==> config.mk <==
export PLATFORM = sky130hd
export DESIGN_NAME = mem_port_arbiter
export DESIGN_NICKNAME = d
export VERILOG_FILES = /design/src/rtl/basic_types_pkg.sv /design/src/rtl/mem_port_arbiter_pkg.sv /design/src/rtl/mem_port_arbiter_byte_lane_gen.sv /design/src/rtl/mem_port_arbiter.sv
export SDC_FILE = /design/constraint.sdc
export NUM_CORES = 1
export LEC_CHECK = 0
export BUFFER_PORTS_ARGS = -buffer_cell sky130_fd_sc_hd__buf_2
export CORE_MARGIN = 2
export CORE_UTILIZATION = 47
export CTS_CLUSTER_SIZE = 16
export DETAILED_ROUTE_END_ITERATION = 10
export GPL_TIMING_DRIVEN = 0
export PLACE_DENSITY = 0.84
export SLEW_MARGIN = 15
export SYNTH_ARGS = -nofsm -noshare
export SYNTH_HDL_FRONTEND = slang
export SYNTH_SLANG_ARGS = --single-unit
==> constraint.sdc <==
create_clock -name clk -period 6.02 [get_ports clk]
set_clock_uncertainty 0.15 [all_clocks]
set_input_delay 1.204 -clock clk [delete_from_list [all_inputs] [get_ports clk]]
set_output_delay 1.204 -clock clk [all_outputs]
set_load 0.01 [all_outputs]
==> src/rtl/basic_types_pkg.sv <==
// Core-wide scalar types shared by the pipeline and the memory port.
package BasicTypes;

  typedef logic [31:0] PC;
  typedef logic [31:0] BasicData;

endpackage

==> src/rtl/mem_port_arbiter_pkg.sv <==
// Types for the shared memory port: access widths, arbiter states and byte-enable vectors.
package MemoryTypes;

  typedef enum logic [1:0] {
    MEM_BYTE = 2'd0,
    MEM_HALF = 2'd1,
    MEM_WORD = 2'd2
  } MemAccessWidth;

  typedef enum logic [1:0] {
    IDLE,
    BUS_IF,
    BUS_MA,
    RESP
  } MemArbState;

  typedef logic [3:0] ByteEnable;

endpackage

==> src/rtl/mem_port_arbiter_byte_lane_gen.sv <==
// Combinational lane steering for MA accesses: byte enables, replicated store data and
// alignment check from the access width and the low address bits.
module byte_lane_gen
  import BasicTypes::*;
  import MemoryTypes::*;
(
  input  MemAccessWidth width,
  input  logic [1:0]    offset,
  input  BasicData      wdata,
  output ByteEnable     byteEn,
  output BasicData      laneData,
  output logic          misaligned
);

  always_comb begin
    byteEn     = 4'b1111;
    laneData   = wdata;
    misaligned = 1'b0;
    case (width)
      MEM_BYTE: begin
        byteEn   = 4'b0001 << offset;
        laneData = {4{wdata[7:0]}};
      end
      MEM_HALF: begin
        byteEn     = 4'b0011 << offset;
        laneData   = {2{wdata[15:0]}};
        misaligned = offset[0];
      end
      // MEM_WORD and the unused encoding 3 both behave as a full word.
      default: misaligned = |offset;
    endcase
  end

endmodule

==> src/rtl/mem_port_arbiter.sv <==
// Arbitrates the single external memory bus between instruction fetch and the memory-access
// stage; all outputs are registered.
module mem_port_arbiter
  import BasicTypes::*;
  import MemoryTypes::*;
#(
  parameter int unsigned ADDR_WIDTH   = 32,
  parameter int unsigned DATA_WIDTH   = 32,
  parameter int unsigned STARVE_LIMIT = 4
) (
  input  logic                  clk,
  input  logic                  rst,
  input  logic                  ifReq,
  input  logic [ADDR_WIDTH-1:0] ifAddr,
  input  logic                  ifKill,
  output logic [DATA_WIDTH-1:0] ifRdata,
  output logic                  ifDone,
  input  logic                  maReq,
  input  logic                  maWe,
  input  logic [ADDR_WIDTH-1:0] maAddr,
  input  logic [DATA_WIDTH-1:0] maWdata,
  input  logic [1:0]            maWidth,
  output logic [DATA_WIDTH-1:0] maRdata,
  output logic                  maDone,
  output logic                  maMisaligned,
  output logic                  memReq,
  output logic                  memWe,
  output logic [ADDR_WIDTH-1:0] memAddr,
  output logic [DATA_WIDTH-1:0] memWdata,
  output logic [3:0]            memByteEn,
  input  logic [DATA_WIDTH-1:0] memRdata,
  input  logic                  memAck
);

  localparam int unsigned CntW = $clog2(STARVE_LIMIT + 1);
  localparam logic [CntW-1:0] starveMax = CntW'(STARVE_LIMIT);

  MemArbState state, stateD;
  logic [CntW-1:0] starveCnt, starveCntD;
  logic killed, killedD;

  logic memReqD, memWeD, ifDoneD, maDoneD, maMisalignedD;
  logic [ADDR_WIDTH-1:0] memAddrD;
  logic [DATA_WIDTH-1:0] memWdataD, ifRdataD, maRdataD;
  logic [3:0] memByteEnD;

  ByteEnable laneByteEn;
  BasicData  laneWdata;
  logic      laneMisaligned;
  logic      ifGrant;

  byte_lane_gen uLaneGen (
    .width     (MemAccessWidth'(maWidth)),
    .offset    (maAddr[1:0]),
    .wdata     (maWdata),
    .byteEn    (laneByteEn),
    .laneData  (laneWdata),
    .misaligned(laneMisaligned)
  );

  assign ifGrant = ifReq && !ifKill && (!maReq || starveCnt == starveMax);

  always_comb begin
    stateD        = state;
    starveCntD    = starveCnt;
    killedD       = killed;
    memReqD       = memReq;
    memWeD        = memWe;
    memAddrD      = memAddr;
    memWdataD     = memWdata;
    memByteEnD    = memByteEn;
    ifRdataD      = ifRdata;
    maRdataD      = maRdata;
    ifDoneD       = 1'b0;
    maDoneD       = 1'b0;
    maMisalignedD = 1'b0;

    if (!ifReq) starveCntD = '0;

    case (state)
      IDLE: begin
        if (ifGrant) begin
          stateD     = BUS_IF;
          starveCntD = '0;
          memReqD    = 1'b1;
          memWeD     = 1'b0;
          memByteEnD = 4'b1111;
          memAddrD   = {ifAddr[ADDR_WIDTH-1:2], 2'b00};
        end else if (maReq) begin
          if (ifReq && starveCnt != starveMax) starveCntD = starveCnt + CntW'(1);
          if (laneMisaligned) begin
            // Rejected without touching the bus.
            stateD        = RESP;
            maDoneD       = 1'b1;
            maMisalignedD = 1'b1;
          end else begin
            stateD     = BUS_MA;
            memReqD    = 1'b1;
            memWeD     = maWe;
            memByteEnD = laneByteEn;
            memWdataD  = laneWdata;
            memAddrD   = {maAddr[ADDR_WIDTH-1:2], 2'b00};
          end
        end
      end
      BUS_IF: begin
        if (ifKill) killedD = 1'b1;
        if (memAck) begin
          stateD   = RESP;
          memReqD  = 1'b0;
          ifRdataD = memRdata;
          ifDoneD  = !(killed || ifKill);
        end
      end
      BUS_MA: begin
        if (memAck) begin
          stateD   = RESP;
          memReqD  = 1'b0;
          maRdataD = memRdata;
          maDoneD  = 1'b1;
        end
      end
      RESP: begin
        stateD  = IDLE;
        killedD = 1'b0;
      end
      default: stateD = IDLE;
    endcase
  end

  always_ff @(posedge clk or posedge rst) begin
    if (rst) begin
      state        <= IDLE;
      starveCnt    <= '0;
      killed       <= 1'b0;
      memReq       <= 1'b0;
      memWe        <= 1'b0;
      memAddr      <= '0;
      memWdata     <= '0;
      memByteEn    <= '0;
      ifRdata      <= '0;
      maRdata      <= '0;
      ifDone       <= 1'b0;
      maDone       <= 1'b0;
      maMisaligned <= 1'b0;
    end else begin
      state        <= stateD;
      starveCnt    <= starveCntD;
      killed       <= killedD;
      memReq       <= memReqD;
      memWe        <= memWeD;
      memAddr      <= memAddrD;
      memWdata     <= memWdataD;
      memByteEn    <= memByteEnD;
      ifRdata      <= ifRdataD;
      maRdata      <= maRdataD;
      ifDone       <= ifDoneD;
      maDone       <= maDoneD;
      maMisaligned <= maMisalignedD;
    end
  end

endmodule

# Word level (Yosys, flattened, before mapping)
# Cells that the tools add are included.
[word_totals]
latch_bits = 0
in_bits = 137
romBits = 0
elab_cells = 88
memories = 0
register_bits = 143
ramBits = 0
out_inout_bits = 137
[op_classes]
muxes = 37
eq_ne = 11
n_addsub = 1
order_cmp = 0
div = 0
multipliers = 0
n_reduce_logical = 22
n_bitwise = 2
n_shift = 2
[op_table]
columns = ["operator", "count"]
rows = [
  ["two-way mux 32 bit", 3],
  ["case mux 32 bit (2 select lines)", 1],
  ["two-way mux 1 bit", 16],
  ["two-way mux 3 bit", 5],
  ["two-way mux 4 bit", 3],
  ["!= test 3 bit (second input constant)", 3],
  ["case mux 1 bit (2 select lines)", 4],
  ["case mux 4 bit (2 select lines)", 1],
  ["AND reduction 2 bit", 4],
  ["AND reduction 4 bit", 2],
  ["two-way mux 2 bit", 3],
  ["case mux 2 bit (3 select lines)", 1],
  ["nonzero test 2 bit", 3],
  ["== test 2 x 1 -> 1 bit (second input constant)", 2],
  ["== test 2 bit (second input constant)", 2],
  ["logical NOT 2 bit", 2],
  ["!= test 2 x 1 -> 1 bit (second input constant)", 2],
  ["OR reduction 2 bit", 2],
  ["<< shifter 1 x 2 -> 4 bit (first input constant)", 1],
  ["<< shifter 2 x 2 -> 4 bit (first input constant)", 1],
  ["adder 3 x 1 -> 3 bit (second input constant)", 1],
  ["== test 3 bit (second input constant)", 1],
  ["logical AND 1 bit", 3],
  ["logical NOT 1 bit", 3],
  ["4 further kinds", 6],
]

# Longest topological paths before layout
# Gate-level depths: netlist of run 1.
[depth]
word_depth = 6
mapped_depth = 8
mapped_depth_nobuf = 6

# Hierarchy
# Synthesis of run 1 repeated with hierarchy kept, for this count alone.
[hier_totals]
cells_unflattened = 447
area_unflattened_um2 = 6172.2
[modules_own_cells]
columns = ["mod", "seq_area_each_um2", "n_inst", "area_per_inst_um2", "cells_per_inst"]
rows = [
  ["mem_port_arbiter", 3528.4, 1, 5693.0, 383],
  ["byte_lane_gen", 0.0, 1, 479.2, 64],
]

# Worst setup path before layout of run 1
# OpenSTA, ideal clock, no wires.
[synth_path]
kind = "input -> register"
start = "input ifKill"
end = "register memByteEn[1]"
setup_time_ns = 0.126
n_path_buf = 2
t_arrival_ns = 2.354
cell_stages = 6
slack_ns = 3.390
required_time_ns = 5.744
cell_sequence = "and2b_4 > o21ai_2 > or2_1 > buf_6 > buf_6 > o32a_1"
[synth_via]
elab_chain_cells = 5
word_cells_on_any_way = 7
cone_classes = "eq/ne: 1; mux: 1; reduce/logical: 5"
[synth_rtl]
columns = ["element", "line", "text"]
rows = [
  ["start, declared", "mem_port_arbiter.sv:15", "input logic ifKill,"],
  ["logical NOT 1 bit (*)", "mem_port_arbiter.sv:61", "assign ifGrant = ifReq && !ifKill && (!maReq || starveCnt == starveMax);"],
  ["logical AND 1 bit (*) (2 in a row)", "mem_port_arbiter.sv:61", ""],
  ["!= test 2 x 1 -> 1 bit (no source line) or nonzero test 2 bit (tied branches)", "n/a", ""],
  ["AND reduction 3 bit (no source line)", "n/a", ""],
  ["end signal, assigned", "mem_port_arbiter.sv:154", "memByteEn <= memByteEnD;"],
  ["end, declared", "mem_port_arbiter.sv:30", "output logic [3:0] memByteEn,"],
]
# Every way passes the cells marked *; elsewhere a longest branch is shown, timed or not.
# A chain may end at the register's enable or synchronous reset.

# Worst setup path in the final report of run 1
[layout_path]
start = "input ifKill"
end = "register memWdata[26]"
[layout_via]
elab_chain_cells = 5
[layout_rtl]
columns = ["element", "line", "text"]
rows = [
  ["logical NOT 1 bit", "mem_port_arbiter.sv:61", ""],
  ["logical AND 1 bit (2 in a row)", "mem_port_arbiter.sv:61", ""],
  ["NOT 1 bit (no source line)", "n/a", ""],
  ["AND reduction 4 bit (no source line)", "n/a", ""],
  ["end signal, assigned", "mem_port_arbiter.sv:153", "memWdata <= memWdataD;"],
  ["end, declared", "mem_port_arbiter.sv:29", "output logic [DATA_WIDTH-1:0] memWdata,"],
]
# Every way passes these cells.

==> results of run 1 <==
==> Yosys cell counts (2+ instances only) <==
| cell | instances |
|---|---|
| dfrtp_1 | 141 |
| mux2_2 | 71 |
| o21ai_0 | 53 |
| o22ai_1 | 33 |
| a2bb2oi_1 | 31 |
| mux2i_1 | 28 |
| nor2_1 | 18 |
| clkbuf_1 | 13 |
| a21oi_1 | 11 |
| inv_1 | 11 |
| buf_2 | 10 |
| nand2_1 | 8 |
| ha_1 | 7 |
| buf_1 | 6 |
| o32a_1 | 4 |
| buf_6 | 3 |
| buf_4 | 2 |
| nand3_1 | 2 |
==> flip-flops by register name, summed over array words and instances (netlist names), 2 cells and up <==
name,cells
memWdata,32
state,2
maRdata,32
starveCnt,3
ifRdata,32
memByteEn,4
memAddr,30
==> layer usage <==
| metal | part of all wire | up-vias | routed length, µm | global-route usage |
|---|---|---|---|---|
| li1 | - | 2312 | - | - |
| met1 | 0.38 | 2407 | 6190 | 0.262 |
| met2 | 0.53 | 219 | 8650 | 0.433 |
| met3 | 0.067 | 30 | 1090 | 0.0633 |
| met4 | 0.018 | 0 | 293 | 0.0831 |
| met5 | 0 | - | 0 | 0 |
==> placed cells by master (no fill, tap or decap), types with 2 or more instances in the layout <==
cell,count
buf_4,2
conb_1,2
clkbuf_8,4
mux2i_1,28
buf_2,279
nor2_1,18
dfrtp_1,141
nand2_1,8
buf_6,3
a2bb2oi_1,31
o22ai_1,33
ha_1,7
bufinv_16,3
clkinvlp_4,3
clkinv_4,3
nand3_1,2
o21ai_0,53
o32a_1,4
inv_6,3
a21oi_1,11
buf_1,6
inv_1,10
clkbuf_1,13
mux2_2,71
clkbuf_16,17
==> worst paths after layout <==
kind                                                 end  slack [ns]                   start  depth (start not counted)
worst min register to register          ifDone$_DFF_PP0_        0.33      killed$_DFFE_PP0P_                          1
worst min-delay path                    ifDone$_DFF_PP0_        0.33      killed$_DFFE_PP0P_                          1
min in group asynchronous         maRdata[4]$_DFFE_PP0P_        0.77                     rst                          2
worst max register to register  memWdata[23]$_DFFE_PP0P_        3.76  starveCnt[0]$_DFF_PP0_                          8
max in group asynchronous       memWdata[27]$_DFFE_PP0P_        4.22                     rst                          3
worst max-delay path            memWdata[26]$_DFFE_PP0P_        3.42                  ifKill                          7
==> logic make-up after synthesis <==
| family | Yosys count |
|---|---|
| AO/OA/AOI/OAI | 140 |
| XOR/XNOR | 1 |
| adder cells (fa/ha/maj) | 7 |
| buffers and inverters | 45 |
| flip-flops | 141 |
| multiplexers | 100 |
| other | 1 |
| AND/OR/NAND/NOR | 35 |
==> stage by stage <==
stage / instances / instance area (µm²) / setup slack, ns / power [W] / util
after global routing: 945 / 8230 / 3.30 / 0.00458 / 0.658
final: 945 / 8230 / 3.42 / 0.00432 / 0.658
after global placement: 912 / 7560 / -0.318 / 0.00315 / 0.604
after CTS: 945 / 8230 / 3.43 / 0.00436 / 0.658
after detailed placement: 913 / 7600 / 2.98 / 0.00325 / 0.607
after floorplan: 471 / 6000 / 0.885 / 0.00253 / -
==> power by group through the flow <==
stage                     logic [W]  registers, W  clock network, W
after global routing        0.00173       0.00169           0.00116
after CTS                   0.00161       0.00164           0.00112
after global placement      0.00154       0.00161                 0
after floorplan            0.000688       0.00185                 0
after detailed placement    0.00160       0.00165                 0
final                       0.00159       0.00164           0.00110
==> final cells by class <==
type | count | share of cell area
sequential | 141 | 0.429
multi-input combinational | 285 | 0.275
timing repair buffer | 270 | 0.167
clock buffer | 21 | 0.0583
tap | 172 | 0.0261
buffer | 34 | 0.0207
clock inverter | 11 | 0.0190
inverter | 11 | 0.00562
==> worst max-delay path: stages <==
cell	delay (ns)
buf_2	0.14
and2b_4	0.23
o21ai_2	0.29
or2_1	0.18
buf_6	0.16
clkbuf_1	0.35
o21ai_0	0.16
==> impl_metrics.yaml, run 1 <==
grt:
  antenna_found_initial: 0
  grt_max_degree: 82
  grtUsageTotal: 0.235
  grt_pass1_wl_um: 24500
  overflow: 0
  first_global_vias: 5073
synth:
  yosysTopAreaCellShare: 0.588
  synth_top_family_by_area: "multiplexers"
  synth-xor-area-share: 0.00146
  async_flop_share: 1.00
  netlist_area_mm2: 0.00600
  yosys.area_share.simple: 0.0263
  synth_fa_ha_area_frac: 0.0146
  ys.flop_type: "dfrtp_1"
  synth_seq_cells: 141
  synth-edff-count: 0
  syn_inst: 470
  synthMuxAreaShare: 0.182
  synth-compound-area-share: 0.151
  synth.distinct_cells: 36
  synth_top_area_cell: "dfrtp_1"
  syn_avg_cell_area_um2: 12.8
  yosysWarnings: 0
  yosys-top-cells-area: "dfrtp_1 (59%), mux2_2 (13%), mux2i_1 (4.7%)"
  ys_seq_area_frac: 0.588
sta:
  setup_tns_ns: 0
  whs_ns: 0.326
  final.min_clock_period_ns: 2.60
  rsz0062_at_grt: "no"
  slew_violations: 0
  finalCritPeriodShare: 0.432
  maxSlewHeadroom: 0.436
  hold_viol_final: 0
  tightest_slew_ns: 0.843
  setup_viol: 0
  fmax_mhz: 385
power:
  swShare: 0.332
  clkPwrFrac: 0.255
  p_per_area_mw_per_mm2: 525
  seqPwrFrac: 0.379
  max-vdd-ir-drop_mv: 0.334
  p_leak_nw: 4.05
  power_frac_comb: 0.367
  internal_power_w: 0.00289
  netSwitchingPower_w: 0.00144
cells_and_area:
  num-nets-final: 904
  regArea_mm2: 0.00353
  drive_gt1_frac: 0.510
  multi_input_comb_area_mm2: 0.00226
  nFillCells: 1005
  diodes: 0
  syn_to_final_growth_pct: 37.2
cts:
  clkSlewWorstSetupHoldPaths_ns: 0.06
  post_cts_buffers: 0
  clock_sinks: 141
  cts_buffer_depth: 2
  cts_tree: "built"
  htree_levels: 4
  root_buffer: "clkbuf_16"
  clk_latency_ns: 0.41
  cts_buffers: 17
  cts_hold_buf: 0
  post_cts_resized: 0
detailed_routing:
  wl_per_cell_um: 17.2
  viasPerCell: 5.26
  num_vias: 4968
  first_iter_violations: 225
  wl_um: 16200
  firstDrtPassIters: 4
  detail-route-antenna-nets: 0
  drc: 0
floorplanning:
  die_y_um: 117
  std_cell_rows: 41
  start_util: 0.479
  coreArea_mm2: 0.0125
  die_area_mm2: 0.0137
  ioPinCount: 274
  die_w_um: 117
place:
  gp_congestion: 0.818
  hpwl_um: 12400
  port-buffer-count: 269
flow_run:
  maxCapViolations: 0
critical_path:
  crit_path_max_fanout: 10
  cp-start-kind: "primary input"
  required_ns: 6.15
  cp.arrival_ns: 2.73
  cp-end-kind: "flip-flop"
  critPathKind: "primary input to flip-flop"
run_status:
  run_status: "finished, final reports clean"
min_path:
  hp-class: "flip-flop to flip-flop"
Note: power is estimated with default switching activity, not from simulation.
==> run 2, diff against run 1 <==
ABC_AREA = 1   (was unset)
CORE_UTILIZATION = 48   (was 47)
PLACE_DENSITY = 0.85   (was 0.84)
clock period = 2.7 ns   (was 6.02 ns; I/O delays follow)
==> run 2 against run 1 <==
  * Register-to-register slack got worse by 3.0 ns
  * Highest routed layer is now met5
  * Global-route usage is 1.9 points higher
  * Cell area grew 4.0%
  * Total power increased by 120%
==> impl_metrics.yaml, run 2 <==
place:
  dp_cells: 1218
  gp_congestion: 0.859
  hpwl_um: 12900
  port-buffer-count: 268
sta:
  setup_tns_ns: 0
  tightest_slew_ns: 0.656
  slew_violations: 0
  maxSlewHeadroom: 0.561
  fmax_mhz: 503
  setup_viol: 0
  rsz0062_at_grt: "no"
  finalCritPeriodShare: 0.736
  hold_viol_final: 0
  final.min_clock_period_ns: 1.99
  whs_ns: 0.0146
detailed_routing:
  firstDrtPassIters: 5
  viasPerCell: 4.89
  drc: 0
  detail-route-antenna-nets: 0
  num_vias: 6113
  first_iter_violations: 365
  wl_per_cell_um: 14.0
  wl_um: 17500
synth:
  syn_avg_cell_area_um2: 8.09
  netlist_area_mm2: 0.00625
  synth_seq_cells: 141
  yosys-top-cells-area: "dfrtp_1 (56%), nand2_1 (22%), o21ai_0 (7.9%)"
  ys_seq_area_frac: 0.564
  async_flop_share: 1.00
  ys.flop_type: "dfrtp_1"
  synth.most_common_cell: "nand2_1"
  syn_inst: 773
  synth_top_area_cell: "dfrtp_1"
  synth-edff-count: 0
  synth_common_cells: "nand2_1 (371), dfrtp_1 (141), o21ai_0 (99)"
  yosysTopAreaCellShare: 0.564
  synth.distinct_cells: 26
  yosysWarnings: 0
grt:
  grt_pass1_wl_um: 28600
  first_global_vias: 5924
  antenna_found_initial: 1
  grt_max_degree: 37
  overflow: 0
  grtUsageTotal: 0.255
cts:
  cts_tree: "built"
  cts_buffers: 17
  root_buffer: "clkbuf_16"
  cts_hold_buf: 0
  post_cts_resized: 0
  cts_buffer_depth: 2
  clk_latency_ns: 0.40
  htree_levels: 4
  clkSlewWorstSetupHoldPaths_ns: 0.06
  post_cts_buffers: 0
  clock_sinks: 141
floorplanning:
  ioPinCount: 274
  die_area_mm2: 0.0140
  coreArea_mm2: 0.0127
  die_w_um: 118
  die_y_um: 118
  std_cell_rows: 41
  start_util: 0.494
power:
  max-vdd-ir-drop_mv: 0.448
  p_per_area_mw_per_mm2: 1100
  power.total_w: 0.00939
  p_leak_nw: 5.04
critical_path:
  critPathKind: "flip-flop to flip-flop"
  required_ns: 2.90
  slowest_delay_ns: 0.41
  cp_slowest_cell: "dfrtp_1"
  cp.arrival_ns: 2.19
  cp-end-kind: "flip-flop"
  crit_top_cell: "nand2_1"
  path_cells: "inv_1, ha_1, nand2_1, inv_1, nand4_4, inv_2, buf_2, nand2_1, nand2_1"
  crit_path_max_fanout: 10
  cp-start-kind: "flip-flop"
min_path:
  hp-class: "primary input to asynchronous set/reset pin"
cells_and_area:
  drive_gt1_frac: 0.315
  syn_to_final_growth_pct: 37.0
  layout_common_cells: "nand2_1 (371), buf_2 (282), dfrtp_1 (141)"
  final_util: 0.676
  top_regs: "ifRdata (32), maRdata (32), memWdata (32)"
  num-nets-final: 1209
  nFillCells: 1072
  final_cells: 1250
  diodes: 0
  final_common_cell: "nand2_1"
run_status:
  run_status: "finished, final reports clean"
flow_run:
  maxCapViolations: 0
-- run 2: changes by cell type in the layout (fill, tap and decap cells not counted), sizes merged, moves of 2 or more --
cell / change
clkbuf: +3
o32a: -4
nor2: -9
buf: +5
o22ai: -33
mux2: -72
o21ai: +50
mux2i: -28
nand2: +368
bufinv: +2
a21oi: +3
nand3: +10
inv: +53
a2bb2oi: -31
-- run 2: through the flow --
| stage | cell area [µm²] | worst slack [ns] |
|---|---|---|
| final | 8570 | 0.713 |
| after global routing | 8570 | 0.531 |
| after CTS | 8570 | 0.704 |
| after detailed placement | 7900 | 0.712 |
| after global placement | 7820 | -0.617 |
| after floorplan | 6260 | 0.247 |
-- run 2: worst max-delay path, delay by kind of cell, from the launching register on --
kind          cells  cell delay [ns]
buf+inv           4             0.65
simple gates      4             0.45
flops             1             0.41
fa+ha+maj         1             0.27
-- run 2: layout make-up --
| type | instances | area, µm² | area share |
|---|---|---|---|
| clock inverter | 9 | 180 | 0.0210 |
| tap | 172 | 215 | 0.0251 |
| buffer | 38 | 201 | 0.0235 |
| multi-input combinational | 529 | 2280 | 0.266 |
| sequential | 141 | 3530 | 0.412 |
| inverter | 66 | 251 | 0.0294 |
| timing repair buffer | 272 | 1420 | 0.166 |
| clock buffer | 23 | 488 | 0.0570 |
-- run 2: path summary, 6_finish.rpt --
check,startpoint,endpoint,slack [ns],depth (start not counted)
max,state[0]$_DFFE_PP0P_,memWdata[12]$_DFFE_PP0P_,0.71,9
min,rst,memWdata[24]$_DFFE_PP0P_,0.01,2
max reg2reg,state[0]$_DFFE_PP0P_,memWdata[12]$_DFFE_PP0P_,0.71,9
min reg2reg,killed$_DFFE_PP0P_,ifDone$_DFF_PP0_,0.27,1
max in group asynchronous,rst,memAddr[8]$_DFFE_PP0P_,1.59,4
min in group clk,ifKill,ifDone$_DFF_PP0_,0.20,2
-- run 2: logic make-up (layout without fill, tap and decap cells) --
family                   Yosys count  in the layout  share of synthesized area
other                              1              2                   0.000600
adder cells (fa/ha/maj)            7              7                     0.0140
buffers and inverters            104            408                     0.0718
flip-flops                       141            141                      0.564
AND/OR/NAND/NOR                  399            399                      0.250
AO/OA/AOI/OAI                    121            121                     0.0990
-- run 2: where the power goes --
| part | internal [W] | leakage, nW | switching (W) |
|---|---|---|---|
| clock network | 0.00174 | 0.324 | 0.000863 |
| logic | 0.00129 | 2.94 | 0.00193 |
| registers | 0.00306 | 1.78 | 0.000514 |
-- run 2: routing by layer --
metal | vias up | share of wire | global-route usage
met3 | 31 | 0.068 | 0.0613
met2 | 261 | 0.50 | 0.439
li1 | 2976 | - | -
met5 | - | 0.00063 | 0
met4 | 2 | 0.018 | 0.0873
met1 | 2843 | 0.41 | 0.313
